File: src/rtl/control_sequencer.sv
// Moore control-unit sequencer: fetch (T0,T1,[TW x MEM_WAIT],T2), then opcode-specific execute steps.
// Latency from T0: ALU/ldi 6, br 7, jr 4, nop/halt/illegal 3 (+MEM_WAIT); no backpressure, run sampled in IDLE only.
module control_sequencer #(
    parameter int BITS     = 32,
    parameter int MEM_WAIT = 0
) (
    input  logic            clk,
    input  logic            reset,
    input  logic            run,
    input  logic [BITS-1:0] IR,
    input  logic            CON,
    output logic            PCout,
    output logic            MARin,
    output logic            IncPC,
    output logic            RZin,
    output logic            RZout,
    output logic            PCin,
    output logic            Read,
    output logic            MDRin,
    output logic            MDRout,
    output logic            IRin,
    output logic            RYin,
    output logic            CONin,
    output logic            Cout,
    output logic            Gra,
    output logic            Grb,
    output logic            Grc,
    output logic            Rin,
    output logic            Rout,
    output logic            ADD,
    output logic            SUB,
    output logic            AND,
    output logic            OR,
    output logic            out,
    output logic [3:0]      state,
    output logic            instr_done,
    output logic            halted,
    output logic            illegal
);
    typedef enum logic [3:0] {
        S_IDLE = 4'd0, S_T0 = 4'd1, S_T1 = 4'd2, S_TW = 4'd3, S_T2 = 4'd4,
        S_T3 = 4'd5, S_T4 = 4'd6, S_T5 = 4'd7, S_T6 = 4'd8, S_HALT = 4'd15
    } state_t;

    typedef struct packed {
        logic pc_out, mar_in, inc_pc, rz_in, rz_out, pc_in, read, mdr_in;
        logic mdr_out, ir_in, ry_in, con_in, c_out, gra, grb, grc;
        logic r_in, r_out, alu_add, alu_sub, alu_and, alu_or, out_en;
    } strb_t;

    localparam logic [4:0] OP_LDI  = 5'b00001;
    localparam logic [4:0] OP_ADD  = 5'b00011;
    localparam logic [4:0] OP_SUB  = 5'b00100;
    localparam logic [4:0] OP_AND  = 5'b00101;
    localparam logic [4:0] OP_OR   = 5'b00110;
    localparam logic [4:0] OP_BR   = 5'b10010;
    localparam logic [4:0] OP_JR   = 5'b10100;
    localparam logic [4:0] OP_NOP  = 5'b11010;
    localparam logic [4:0] OP_HALT = 5'b11011;
    localparam logic [2:0] WAIT_INIT = 3'(MEM_WAIT);

    state_t     r_state, w_next;
    logic [4:0] r_opc, w_ir_op;
    logic [2:0] r_wait;
    logic       r_illegal;
    strb_t      w_stb;
    logic       w_done;
    logic       w_unused;

    function automatic logic is_exec(input logic [4:0] op);
        return (op == OP_ADD) || (op == OP_SUB) || (op == OP_AND) || (op == OP_OR) ||
               (op == OP_LDI) || (op == OP_BR) || (op == OP_JR);
    endfunction

    function automatic logic is_known(input logic [4:0] op);
        return is_exec(op) || (op == OP_NOP) || (op == OP_HALT);
    endfunction

    assign w_ir_op  = IR[BITS-1 -: 5];
    assign w_unused = ^IR[BITS-6:0];

    always_comb begin
        w_next = r_state;
        case (r_state)
            S_IDLE: if (run) w_next = S_T0;
            S_T0:   w_next = S_T1;
            S_T1:   w_next = (MEM_WAIT == 0) ? S_T2 : S_TW;
            S_TW:   if (r_wait <= 3'd1) w_next = S_T2;
            S_T2: begin
                if (is_exec(w_ir_op))        w_next = S_T3;
                else if (w_ir_op == OP_HALT) w_next = S_HALT;
                else                         w_next = S_T0;
            end
            S_T3:   w_next = (r_opc == OP_JR) ? S_T0 : S_T4;
            S_T4:   w_next = S_T5;
            S_T5:   w_next = (r_opc == OP_BR) ? S_T6 : S_T0;
            S_T6:   w_next = S_T0;
            S_HALT: w_next = S_HALT;
            default: w_next = S_IDLE;
        endcase
    end

    always_ff @(posedge clk or negedge reset) begin
        if (!reset) begin
            r_state   <= S_IDLE;
            r_opc     <= '0;
            r_wait    <= '0;
            r_illegal <= 1'b0;
        end else begin
            r_state <= w_next;
            if (r_state == S_T0)      r_wait <= WAIT_INIT;
            else if (r_state == S_TW) r_wait <= r_wait - 3'd1;
            // illegal stays up through the next fetch and drops as that fetch reaches T2
            if (r_state == S_T2) begin
                r_opc     <= w_ir_op;
                r_illegal <= !is_known(w_ir_op);
            end else if (w_next == S_T2) begin
                r_illegal <= 1'b0;
            end
        end
    end

    always_comb begin
        w_stb  = '0;
        w_done = 1'b0;
        case (r_state)
            S_T0: begin
                w_stb.pc_out = 1'b1; w_stb.mar_in = 1'b1; w_stb.inc_pc = 1'b1; w_stb.rz_in = 1'b1;
            end
            S_T1: begin
                w_stb.rz_out = 1'b1; w_stb.pc_in = 1'b1; w_stb.read = 1'b1; w_stb.mdr_in = 1'b1;
            end
            S_TW: begin
                w_stb.read = 1'b1; w_stb.mdr_in = 1'b1;
            end
            S_T2: begin
                w_stb.mdr_out = 1'b1; w_stb.ir_in = 1'b1;
                w_done = !is_exec(w_ir_op);
            end
            S_T3: begin
                w_stb.r_out = 1'b1;
                if (r_opc == OP_BR) begin
                    w_stb.gra = 1'b1; w_stb.con_in = 1'b1;
                end else if (r_opc == OP_JR) begin
                    w_stb.gra = 1'b1; w_stb.pc_in = 1'b1; w_done = 1'b1;
                end else begin
                    w_stb.grb = 1'b1; w_stb.ry_in = 1'b1;
                end
            end
            S_T4: begin
                if (r_opc == OP_BR) begin
                    w_stb.pc_out = 1'b1; w_stb.ry_in = 1'b1;
                end else if (r_opc == OP_LDI) begin
                    w_stb.c_out = 1'b1; w_stb.alu_add = 1'b1; w_stb.rz_in = 1'b1;
                end else begin
                    w_stb.grc = 1'b1; w_stb.r_out = 1'b1; w_stb.rz_in = 1'b1;
                    w_stb.alu_add = (r_opc == OP_ADD);
                    w_stb.alu_sub = (r_opc == OP_SUB);
                    w_stb.alu_and = (r_opc == OP_AND);
                    w_stb.alu_or  = (r_opc == OP_OR);
                end
            end
            S_T5: begin
                if (r_opc == OP_BR) begin
                    w_stb.c_out = 1'b1; w_stb.alu_add = 1'b1; w_stb.rz_in = 1'b1;
                end else begin
                    w_stb.rz_out = 1'b1; w_stb.gra = 1'b1; w_stb.r_in = 1'b1; w_done = 1'b1;
                end
            end
            S_T6: begin
                w_stb.rz_out = 1'b1; w_stb.pc_in = CON; w_done = 1'b1;
            end
            default: ;
        endcase
    end

    assign PCout      = w_stb.pc_out;
    assign MARin      = w_stb.mar_in;
    assign IncPC      = w_stb.inc_pc;
    assign RZin       = w_stb.rz_in;
    assign RZout      = w_stb.rz_out;
    assign PCin       = w_stb.pc_in;
    assign Read       = w_stb.read;
    assign MDRin      = w_stb.mdr_in;
    assign MDRout     = w_stb.mdr_out;
    assign IRin       = w_stb.ir_in;
    assign RYin       = w_stb.ry_in;
    assign CONin      = w_stb.con_in;
    assign Cout       = w_stb.c_out;
    assign Gra        = w_stb.gra;
    assign Grb        = w_stb.grb;
    assign Grc        = w_stb.grc;
    assign Rin        = w_stb.r_in;
    assign Rout       = w_stb.r_out;
    assign ADD        = w_stb.alu_add;
    assign SUB        = w_stb.alu_sub;
    assign AND        = w_stb.alu_and;
    assign OR         = w_stb.alu_or;
    assign out        = w_stb.out_en;
    assign state      = r_state;
    assign instr_done = w_done;
    assign halted     = (r_state == S_HALT);
    assign illegal    = r_illegal;
endmodule

File: config.mk
export PLATFORM = sky130hd
export DESIGN_NAME = control_sequencer
export DESIGN_NICKNAME = d
export VERILOG_FILES = /design/src/rtl/control_sequencer.sv
export SDC_FILE = /design/constraint.sdc
export NUM_CORES = 1
export LEC_CHECK = 0
export CORE_MARGIN = 2
export CORE_UTILIZATION = 37
export DETAILED_ROUTE_END_ITERATION = 16
export HOLD_SLACK_MARGIN = 0.05
export PLACE_DENSITY = 0.8
export SYNTH_ARGS = -nofsm -noshare
export SYNTH_HDL_FRONTEND = slang
export SYNTH_SLANG_ARGS = --single-unit
File: constraint.sdc
create_clock -name clk -period 2.3 [get_ports clk]
set_clock_uncertainty 0.05 [all_clocks]
set_input_delay 0.46 -clock clk [delete_from_list [all_inputs] [get_ports clk]]
set_output_delay 0.46 -clock clk [all_outputs]
set_load 0.01 [all_outputs]
; ---- After elaboration in Yosys (flattened, before gate mapping)
; Cells that the tools add are included.
[classes]
add_sub_neg = 1
magnitude_cmp = 1
eq_ne = 26
n_mux = 43
reduce_logical = 15
[ops]
columns = op, count
row1 = case mux 4 bit (10 select lines), 1
row2 = equality test 5 x 3 -> 1 bit (second input constant), 6
row3 = equality test 5 bit (second input constant), 6
row4 = equality test 4 x 3 -> 1 bit (second input constant), 5
row5 = 2-to-1 mux 4 bit, 5
row6 = 2-to-1 mux 1 bit, 18
row7 = 2-to-1 mux 3 bit, 5
row8 = case mux 1 bit (2 select lines), 7
row9 = equality test 5 x 1 -> 1 bit (second input constant), 2
row10 = equality test 5 x 2 -> 1 bit (second input constant), 2
row11 = equality test 4 x 2 -> 1 bit (second input constant), 2
row12 = equality test 4 bit (second input constant), 2
row13 = logical OR 1 bit, 8
row14 = 2-to-1 mux 2 bit, 3
row15 = case mux 1 bit (3 select lines), 2
row16 = 2-to-1 mux 5 bit, 1
row17 = equality test 4 x 1 -> 1 bit (second input constant), 1
row18 = logical NOT 4 bit, 1
row19 = case mux 1 bit (4 select lines), 1
row20 = nonzero test 2 bit, 2
row21 = OR reduction 2 bit, 2
row22 = less-or-equal comparator 3 x 1 -> 1 bit (second input constant), 1
row23 = subtractor 3 x 1 -> 3 bit (second input constant), 1
row24 = logical NOT 1 bit, 2
[totals]
reg_bits = 13
in_bits = 36
out_inout_bits = 30
word_cells = 90

; ---- Depth between registers and ports, before layout
[logic_depth]
depth_word = 12
depth_mapped = 6
depth_no_buf = 6

; ---- Worst setup path after synthesis
; Ideal clock, no wire load.
[synth_timing]
path_type = reg-to-output
startpoint = register r_state[3], in the netlist state[3]
endpoint = output port MARin
arrival_time_ns = 1.500
setup_slack_ns = 0.290
path_stages_with_launch = 7
path_buffers = 3
path_cell_list = dfrtp_1 -> buf_4 -> or3b_1 -> clkbuf_1 -> nand2b_1 -> inv_1 -> buf_4
[synth_via]
elab_chain_cells = 2
[synth_lines]
columns = item, line_no
row1 = from (decl), 62  ; state_t r_state, w_next;
row2 = from (signal assigned), 110  ; r_state <= w_next;
row3 = equality test 4 x 1 -> 1 bit, 126  ; case (r_state)
row4 = 2-to-1 mux 2 bit, 126
row5 = to (decl), 13  ; output logic MARin,
; Every way passes these cells.

; ---- Worst setup path after layout
[layout_timing]
startpoint = register r_opc[2]
endpoint = output port Gra
[layout_via]
elab_chain_cells = 4
[layout_lines]
columns = item, line_no
row1 = from (decl), 63  ; logic [4:0] r_opc, w_ir_op;
row2 = from (signal assigned), 115  ; r_opc <= w_ir_op;
row3 = equality test 5 bit, 144  ; end else if (r_opc == OP_JR) begin
row4 = 2-to-1 mux 1 bit, 144
row5 = 2-to-1 mux 1 bit, 142  ; if (r_opc == OP_BR) begin
row6 = case mux 1 bit (2 select lines) (*), 126
row7 = to (decl), 25  ; output logic Gra,
; Every way passes the cells marked *; elsewhere a longest branch is shown, timed or not.

==> run_results.csv <==
group,metric,value,unit
clocking,cts.clk_slew.worst_paths,0.08,ns
timing,layout_min_cycle_time,2.285,ns
hold_path,holdCritPathClass,"register to register",
synthesis,synth_edf_count,0,
synthesis,yosysWarnings,0,
power,total_power,2.071,mW
placed_design,portBuffers,37,
timing,setup_tns,0,ns
clocking,cts_tree,"done",
timing,max_freq,0.4376,GHz
clocking,numCtsBuffers,3,
synthesis,synthTopCellsByArea,"dfrtp_1, nand2_1, buf_4",
worst_setup_path,worstPathArrival,1.78,ns
hold_path,whs_path_depth,2,
layout,drive_gt1_frac,0.3220,
timing,rsz0062_at_grt,"yes",
placed_design,gp_congestion,0.8196,
die,die_height,58.30,um
synthesis,syn_area_per_cell,7.906,um2
layout,area_growth,63.88,%
worst_setup_path,crit_path_end_kind,"primary output",
synthesis,synthArstFlopShare,1.000,
synthesis,synth-compound-area-share,0.2248,
timing,post-route-period-util,0.9936,
route,wirelength,3626,um
synthesis,synth-simple-area-share,0.3039,
synthesis,yosysUniqueCellTypes,50,
synthesis,synth_top_area_share,0.2982,
clocking,cts_root_buf,"clkbuf_4",
global_route,grt_pass1_vias,1305,
worst_setup_path,worst_r2r_endpoint,"r_opc[4]$_DFFE_PN0P_",
worst_setup_path,cp.required,1.79,ns
die,core,2781,um2
global_route,grt_max_degree,14,
placed_design,hpwlAfterDp,2604,um
timing,slew_headroom,0.6103,
worst_setup_path,worstReg2RegStart,"state[3]$_DFF_PN0_",
placed_design,dpl.cell_count,221,
timing,setup_viol_count_final,0,
layout,fin_cells,236,
power,p_leak,0.9214,nW
synthesis,syn-num-nets,175,
hold_path,hold_end,"r_wait[0]$_DFFE_PN0P_",
synthesis,synth.largest_area_cell,"dfrtp_1",
power,max-vdd-ir-drop,0.9223,mV
synthesis,syn_area,1091,um2
route,drt_pass1_iterations,4,
route,via_count,1294,
die,io_pins,66,
die,start_util,0.3923,
timing,hold_violations,0,
route,ant_nets,0,
worst_setup_path,rrSetupSlack,0.47,ns
route,drtIter0Drc,47,
route,drc,0,
synthesis,synthMuxAreaShare,0.05046,
die,rows,19,
clocking,cts.sinks,13,
global_route,antenna_found_initial,0,
synthesis,synth_cells,138,
worst_setup_path,critical_path_class,"register to primary output",
route,viasPerCell,5.483,
clocking,clockBufferDepth,2,
worst_setup_path,cp-start-kind,"register",
die,dieWidth,58.30,um
layout,final_util,0.6428,
synthesis,synth_ff_type,"dfrtp_1",
power,pwr_density_cell,1158,nW/um2
synthesis,synth_xor_area_frac,0.008028,
synthesis,synth_top_family_by_area,"simple AND/OR/NAND/NOR gates",
clocking,clock_latency,0.28,ns
global_route,grt_pass1_wl,5692,um
die,die-area,3399,um2
timing,drv_slew,0,
clocking,htree_levels,1,
synthesis,ys_ff_latch,13,
worst_setup_path,path_max_fanout,4,
global_route,overflow,0,
timing,worst_pin_slew,0.5827,ns
layout,final_nets,243,
status,status,"completed",
synthesis,yosysSeqAreaShare,0.2982,
hold_path,hold_start,"r_wait[0]$_DFFE_PN0P_",
global_route,globalRouteTotalUtil,0.2168,
synthesis,synth_fa_ha_area_frac,0.01147,
run,max_cap_violations,0,
worst_setup_path,reg2reg_depth,6,
layout,num_antenna_cells,0,
route,wl_per_cell,15.36,um
[worst max-delay path, stage by stage (launching register included)]
cell and delay [ns]:
dfrtp_1 0.42, nor2b_1 0.16, and3_4 0.18, or2_1 0.26, o211a_1 0.21, dlygate4sd2_1 0.28
[where the power goes]
| group | leakage (nW) | internal [mW] | total [mW] | switching (mW) |
|---|---|---|---|---|
| clock network | 0.0150 | 0.0674 | 0.148 | 0.0808 |
| logic | 0.749 | 0.774 | 1.47 | 0.693 |
| registers | 0.157 | 0.334 | 0.455 | 0.121 |
[worst max-delay path by stage]
stage,start,to,slack (ns),cells past startpoint
finish,r_opc[2]$_DFFE_PN0P_,Gra,0.01,5
detailed placement,IR[28],instr_done,-0.32,6
global placement,IR[27],instr_done,-0.26,5
CTS,state[3]$_DFF_PN0_,RZin,-0.02,5
floorplan,state[3]$_DFF_PN0_,MARin,0.29,6
global route,r_opc[3]$_DFFE_PN0P_,RZout,-0.05,6
[state kept, by name, indices dropped and copies added, names as in the netlist]
name / count
r_opc: 5
illegal: 1
state: 4
r_wait: 3
[area by class of cell]
type | instances | area [um2]
fill | 245 | 993.5
multi-input combinational | 104 | 721.9
timing repair buffer | 76 | 640.6
sequential | 13 | 330.3
tap | 31 | 38.79
inverter | 8 | 30.03
clock buffer | 4 | 26.28
[Yosys cell counts (all sizes together) (2+ instances only)]
cell / count
dfrtp: 13
or2: 3
nor3b: 2
and3: 2
buf: 12
nand3: 2
nand2b: 7
a21oi: 7
o211ai: 2
and3b: 2
o211a: 2
o32ai: 2
inv: 8
mux2: 4
nor3: 7
nand2: 14
nand3b: 3
a211oi: 2
o21ai: 9
nor2: 11
[layout by cell type, fill, tap and decap left out, types with 3 or more instances in the layout]
cell type	instances
clkbuf_4	3
a21oi_1	6
mux2_2	4
nor2_1	9
nand3b_1	3
dfrtp_1	9
dfrtp_2	4
nor3_1	5
o21ai_0	8
clkbuf_2	3
clkdlybuf4s50_1	12
buf_4	36
inv_1	7
dlygate4sd2_1	18
nand2_1	13
nand2b_1	6
[layer usage]
metal  track usage  vias to the layer above  wire, um
li1              -                      624         -
met3       0.05714                       15       186
met5             0                        -         0
met4       0.08306                        0       102
met1        0.2410                      614      1473
met2        0.3917                       41      1864
[cell families after synthesis]
| family | Yosys count |
|---|---|
| flops | 13 |
| mux | 5 |
| xor+xnor | 1 |
| buf+inv | 21 |
| other cells | 1 |
| fa+ha+maj | 1 |
| simple gates | 60 |
| compound gates | 36 |
[stage by stage]
| stage | cell area (um2) | worst slack (ns) | hold slack (ns) |
|---|---|---|---|
| 2_1_floorplan | 1091 | 0.2900 | 0.1144 |
| 3_3_place_gp | 1632 | -0.2558 | 0.4139 |
| 3_5_place_dp | 1632 | -0.3165 | 0.4238 |
| 4_1_cts | 1770 | -0.01642 | 0.4426 |
| 5_1_grt | 1788 | -0.04653 | 0.4714 |
| 6_report | 1788 | 0.01467 | 0.4362 |
[timing repair]
action,4_1_cts,5_1_grt
endpoints found under the setup margin,23,9
hold buffers,0,0
pin swaps,2,1
endpoints found under the hold margin,0,0
resized for setup,43,11
setup buffers,9,2
No activity file was read; power rests on OpenSTA's default activity.
